### src/rtl/sreg_tx_pkg.sv
// sreg_tx_pkg: shared types and constants for the serial-load transmitter.
//   state_t    - transmitter FSM states
//   *_DEF      - default word width / clock divider
//   cnt_w()    - width of a counter that must hold values below n
package sreg_tx_pkg;

  localparam int DWIDTH_DEF = 21;
  localparam int CLKDIV_DEF = 4;

  typedef enum logic [2:0] {
    IDLE,
    SETUP,
    HIGH,
    LOW,
    TAIL
  } state_t;

  // $clog2 of n, but never narrower than one bit
  function automatic int cnt_w(input int n);
    return (n < 2) ? 1 : $clog2(n);
  endfunction

endpackage

### src/rtl/sreg_tx_tick.sv
// sreg_tx_tick: phase counter for the shift clock.
//   clk, reset - system clock, async active-high reset
//   i_en       - count while high; counter is held at zero when low
//   o_tick     - one-cycle pulse on the last cycle of each CLKDIV-cycle phase
module sreg_tx_tick
  import sreg_tx_pkg::*;
#(
  parameter int CLKDIV = CLKDIV_DEF
) (
  input  logic clk,
  input  logic reset,
  input  logic i_en,
  output logic o_tick
);

  localparam int            CW   = cnt_w(CLKDIV + 1);
  localparam logic [CW-1:0] LAST = CW'(CLKDIV - 1);

  logic [CW-1:0] r_cnt;

  assign o_tick = i_en && (r_cnt == LAST);

  // wrap on tick so each new phase starts from zero
  always_ff @(posedge clk or posedge reset) begin
    if (reset)               r_cnt <= '0;
    else if (!i_en || o_tick) r_cnt <= '0;
    else                     r_cnt <= r_cnt + 1'b1;
  end

endmodule

### src/rtl/sreg_tx.sv
// sreg_tx: parallel-in, serial-out transmitter for the CPLD serial-load link.
//   clk, reset - system clock, async active-high reset
//   i_data     - parallel word, sampled on the accepting edge
//   i_load     - transmit request; accepted when o_ready is high
//   o_ready    - idle / can accept
//   o_sclk     - shift clock (receiver samples o_sdo on its rising edge)
//   o_sdo      - serial data, MSB first
//   o_sen_n    - frame enable, low for the whole transfer
//   o_done     - one-cycle pulse on completion
// All outputs come straight from flops so sclk/sen_n are glitch-free.
module sreg_tx
  import sreg_tx_pkg::*;
#(
  parameter int DWIDTH = DWIDTH_DEF,
  parameter int CLKDIV = CLKDIV_DEF
) (
  input  logic              clk,
  input  logic              reset,
  input  logic [DWIDTH-1:0] i_data,
  input  logic              i_load,
  output logic              o_ready,
  output logic              o_sclk,
  output logic              o_sdo,
  output logic              o_sen_n,
  output logic              o_done
);

  localparam int            BW       = cnt_w(DWIDTH);
  localparam logic [BW-1:0] LAST_BIT = BW'(DWIDTH - 1);

  state_t            r_state, w_state;
  logic [DWIDTH-1:0] r_shreg, w_shreg;
  logic [BW-1:0]     r_bitcnt, w_bitcnt;
  logic              r_ready, w_ready;
  logic              r_sclk, w_sclk;
  logic              r_sdo, w_sdo;
  logic              r_sen_n, w_sen_n;
  logic              r_done, w_done;
  logic              w_tick;

  sreg_tx_tick #(.CLKDIV(CLKDIV)) u_tick (
    .clk   (clk),
    .reset (reset),
    .i_en  (r_state != IDLE),
    .o_tick(w_tick)
  );

  always_ff @(posedge clk or posedge reset) begin
    if (reset) begin
      r_state  <= IDLE;
      r_shreg  <= '0;
      r_bitcnt <= '0;
      r_ready  <= 1'b1;
      r_sclk   <= 1'b0;
      r_sdo    <= 1'b0;
      r_sen_n  <= 1'b1;
      r_done   <= 1'b0;
    end else begin
      r_state  <= w_state;
      r_shreg  <= w_shreg;
      r_bitcnt <= w_bitcnt;
      r_ready  <= w_ready;
      r_sclk   <= w_sclk;
      r_sdo    <= w_sdo;
      r_sen_n  <= w_sen_n;
      r_done   <= w_done;
    end
  end

  // next-state logic computes next output values, so every output is a flop
  always_comb begin
    w_state  = r_state;
    w_shreg  = r_shreg;
    w_bitcnt = r_bitcnt;
    w_ready  = r_ready;
    w_sclk   = r_sclk;
    w_sdo    = r_sdo;
    w_sen_n  = r_sen_n;
    w_done   = 1'b0;
    case (r_state)
      IDLE: begin
        w_ready = 1'b1;
        w_sclk  = 1'b0;
        w_sdo   = 1'b0;
        w_sen_n = 1'b1;
        if (i_load) begin
          w_state  = SETUP;
          w_shreg  = i_data;
          w_bitcnt = LAST_BIT;
          w_ready  = 1'b0;
          w_sen_n  = 1'b0;
          w_sdo    = i_data[DWIDTH-1];
        end
      end
      SETUP, LOW: begin
        if (w_tick) begin
          w_state = HIGH;
          w_sclk  = 1'b1;
        end
      end
      HIGH: begin
        if (w_tick) begin
          w_sclk = 1'b0;
          if (r_bitcnt == '0) begin
            w_state = TAIL;
          end else begin
            // next bit goes out on the falling edge, a full phase before the rise
            w_state  = LOW;
            w_shreg  = {r_shreg[DWIDTH-2:0], 1'b0};
            w_bitcnt = r_bitcnt - 1'b1;
            w_sdo    = r_shreg[DWIDTH-2];
          end
        end
      end
      TAIL: begin
        if (w_tick) begin
          w_state = IDLE;
          w_ready = 1'b1;
          w_sen_n = 1'b1;
          w_sdo   = 1'b0;
          w_done  = 1'b1;
        end
      end
      default: w_state = IDLE;
    endcase
  end

  assign o_ready = r_ready;
  assign o_sclk  = r_sclk;
  assign o_sdo   = r_sdo;
  assign o_sen_n = r_sen_n;
  assign o_done  = r_done;

endmodule

### config.mk
export PLATFORM = sky130hd
export DESIGN_NAME = sreg_tx
export DESIGN_NICKNAME = d
export VERILOG_FILES = /design/src/rtl/sreg_tx_pkg.sv /design/src/rtl/sreg_tx_tick.sv /design/src/rtl/sreg_tx.sv
export SDC_FILE = /design/constraint.sdc
export NUM_CORES = 1
export LEC_CHECK = 0
export ABC_AREA = 1
export CAP_MARGIN = 10
export CORE_ASPECT_RATIO = 0.9
export CORE_MARGIN = 1.5
export CORE_UTILIZATION = 67
export DETAILED_ROUTE_END_ITERATION = 16
export DONT_BUFFER_PORTS = 1
export PLACE_DENSITY = 0.95
export SETUP_SLACK_MARGIN = 0.1
export SLEW_MARGIN = 20
export SYNTH_ARGS = -nofsm -noshare
export SYNTH_HDL_FRONTEND = slang
export SYNTH_SLANG_ARGS = --single-unit
### constraint.sdc
create_clock -name clk -period 3.2 [get_ports clk]
set_clock_uncertainty 0.2 [all_clocks]
set_input_delay 0.16 -clock clk [delete_from_list [all_inputs] [get_ports clk]]
set_output_delay 0.16 -clock clk [all_outputs]
set_load 0.01 [all_outputs]
==> summary.md <==
Counting distinct cell types in the post-synthesis netlist gives 21. In this run the cell area measured after placement is 0.00185 mm2. The first global-routing pass estimated 6100 um of wire.

The required arrival time at the worst endpoint is 3.23 ns, and the transition time at the pin with the least slew margin is 0.899 ns. The fraction of the cycle the final worst path needs came out at 73.2%. The timing-limited maximum frequency was 427 MHz. Counting along the longest clock path gives a buffer depth of 2. The final route contains 1721 vias. For the total instance count after detailed placement, the log shows 283. Setup repair after global routing left no endpoint under its margin.

The critical path in this run is classified as flip-flop to flip-flop. Adding up every negative setup slack in the final design gives 0 ns. After detailed routing, the total wire length is 4120 um. Clock tree synthesis selected as its root buffer the cell sky130_fd_sc_hd__clkbuf_4. The post-synthesis async set-or-reset flop share is 100%. For the sum of net half-perimeters after detailed placement, the log shows 2360 um. STA classifies the critical path startpoint as a flip-flop. The synthesized design contains 35 register bits. At the later pin of the worst-skew pair, clock insertion delay measures 0.34 ns.

Post-route minimum period: 2.34 ns. The run gives 0 as the number of maximum-capacitance constraint violations. In this run, synthesis inferred 0 flip-flops with an integrated enable. The run finished with clean final reports. Cells with a size suffix above 1 make up 4.93% of the layout. In this run the number of H-tree levels came out at 2. The count of nets left with antenna violations after detail routing was 0; the clock-pin slew of the registers on the worst-case setup and hold paths was 0.11 ns. For the worst setup path, the data arrival time is 2.37 ns.

The number of placed I/O pins was 29. From synthesis to final layout, the design area changed by 16.1%. Mean routed wirelength per cell: 13.1 um. The die width works out to 58.8 um.

The cell area that synthesis handed to floorplanning was 0.00188 mm2. The TritonCTS buffer count is 5, and the number of search-and-repair iterations in the first detailed-routing pass is 4. The number of I/O port buffers works out to 0. The tools report the post-placement worst setup slack as 0.946 ns. Leading register cell type out of synthesis: sky130_fd_sc_hd__dfrtp_1. The tools report the row count as 18. Pin count of the biggest net entering global routing: 36. The number of cells on the worst reg-to-reg path is 9, and the worst setup slack after layout is 0.858 ns. The initial utilization of the core area, before any placement, comes to 69.6%.

TritonCTS built the clock tree. When the netlist entered floorplanning its net count stood at 289. Standard cell core area: 0.00270 mm2.

The cell with the largest stage delay on the worst path is sky130_fd_sc_hd__dfrtp_1. The maximum fanout along the worst path is 26. Global routing finished with a remaining overflow of 0.

The run gives 262 as the instance count of the mapped netlist. The tools report the count of yosys warnings during synthesis as 0. In this run the mean area of a mapped cell was 7.18 um2.

The total routing usage reported by global routing was 26.8%; the die boundary height was 53.3 um. The via count of the first global-routing pass is 1440, and the stage delay of the slowest cell on the critical path is 0.41 ns. Power spread over the standard cell area amounts to 972 mW/mm2. The number of resized instances in the post-cts repair step is 0, and the headroom to the max-slew limit is 39.9%. The final layout contains 310 nets. The first routing iteration left 119 violations. The number of slew-limit violations in the final report was 0; the proportion of synthesized chip area in sequential cells was 46.6%. The tightest min-delay check is of the primary input to asynchronous set/reset pin type. The tools report the sort of element at the end of the critical path as a flip-flop.

The run gives 314 as the post-route non-filler standard cell count. The logs give 1.22 nW for the static power due to leakage and 0.00313 mm2 for the die footprint. Number of antenna violations at the first check in global routing: 0. In this design, the critical path's most frequently occurring cell is sky130_fd_sc_hd__nand2_1. The post-detailed-route via-to-cell ratio came out at 5.48. At the end of routability-driven placement, the weighted congestion stood at 0.829. Across the VDD grid, the largest voltage drop is 0.543 mV.

Total power for the finished layout comes to 2.12 mW. The DRC violation count after routing was 0; the final count of negative-setup-slack endpoints was 0. The critical path goes through inv_1, nand2_1, nor2_4, buf_4, nand2_1, nand2_2, nand2_4, nand2_1, nand2_1.

After routing the design area is 0.00218 mm2. CTS saw 35 sinks. The number of antenna diodes in the final layout is 0. Count of endpoints failing hold in the final timing report: 0.
state kept, by name, summed over array words and instances, names as in the netlist:
| register | cells |
|---|---|
| o_sdo | 1 |
| o_sen_n | 1 |
| r_state | 3 |
| o_done | 1 |
| r_bitcnt | 5 |
| u_tick.r_cnt | 3 |
| r_shreg | 20 |
| o_sclk | 1 |
cell type report:
type	count	area, um2
multi-input combinational	199	857
sequential	35	877
inverter	17	65.1
fill	169	519
timing repair buffer	25	245
tap	30	37.5
clock buffer	6	41.3
clock inverter	2	60.1
metal layers:
layer  vias up  wire length, um  GRT usage [%]
li1        850                -              -
met1       794             1790           33.7
met2        67             1990           41.9
met3        10              247           7.33
met4         0               93           14.0
met5         -                0              0
power by group:
group,switching (mW),internal [mW],total (mW)
Clock,0.148,0.244,0.392
Sequential,0.133,0.644,0.776
Combinational,0.652,0.303,0.955
synthesized netlist by cell type, types with 2 or more instances:
cell type,n,area (um2)
sky130_fd_sc_hd__nand2_1,138,518
sky130_fd_sc_hd__dfrtp_1,34,851
sky130_fd_sc_hd__nand3_1,33,165
sky130_fd_sc_hd__inv_1,15,56.3
sky130_fd_sc_hd__nor2_1,14,52.6
sky130_fd_sc_hd__buf_4,6,45.0
sky130_fd_sc_hd__ha_1,3,37.5
sky130_fd_sc_hd__buf_2,2,10.0
sky130_fd_sc_hd__buf_6,2,22.5
sky130_fd_sc_hd__nand3b_1,2,15.0
sky130_fd_sc_hd__o211ai_1,2,15.0
sky130_fd_sc_hd__o21ai_0,2,10.0
cells in the final DEF (no fill, tap or decap), drive strengths merged, types with 2 or more instances in the layout:
cell type and instances:
o211ai 2, nand2 140, o21ai 2, ha 3
clkinv 2, nor2 15, nand3 33, dfrtp 34
clkbuf 6, buf 2, inv 15, nand3b 2
bufinv 2, dlygate4sd3 23
per-stage QoR:
stage	utilization (%)	hold slack [ns]
after floorplan	-	0.114
after detailed placement	68.5	-0.0311
final	80.8	0.140
after CTS	80.8	0.153
after global placement	68.5	-0.0303
after global routing	80.8	0.188
logic make-up after synthesis:
group,Yosys count,synth area share [%]
simple gates,191,41.8
flops,35,46.6
buf+inv,28,7.78
compound gates,4,1.33
fa+ha+maj,3,2.00
xor+xnor,1,0.466
critical path, delay by kind of cell (launching register included):
kind                   cells  cell delay, ns
and+or+nand+nor            7            1.22
DFF                        1            0.41
buffers and inverters      2            0.40
final timing paths:
| check | start | endpoint | slack (ns) |
|---|---|---|---|
| max in group asynchronous | reset | o_sen_n | 2.33 |
| min | reset | r_shreg[15] | 0.14 |
| max | r_state[0] | r_shreg[17] | 0.86 |
| min in group clk | u_tick.r_cnt[0] | u_tick.r_cnt[0] | 0.25 |
| max reg2reg | r_state[0] | r_shreg[17] | 0.86 |
| min reg2reg | u_tick.r_cnt[0] | u_tick.r_cnt[0] | 0.25 |
what timing repair did:
action / CTS / global route
setup buffers: 0 / 0
hold buffers: 23 / 0
endpoints found under the hold margin: 57 / 0
Note: power is estimated with default switching activity, not from simulation.
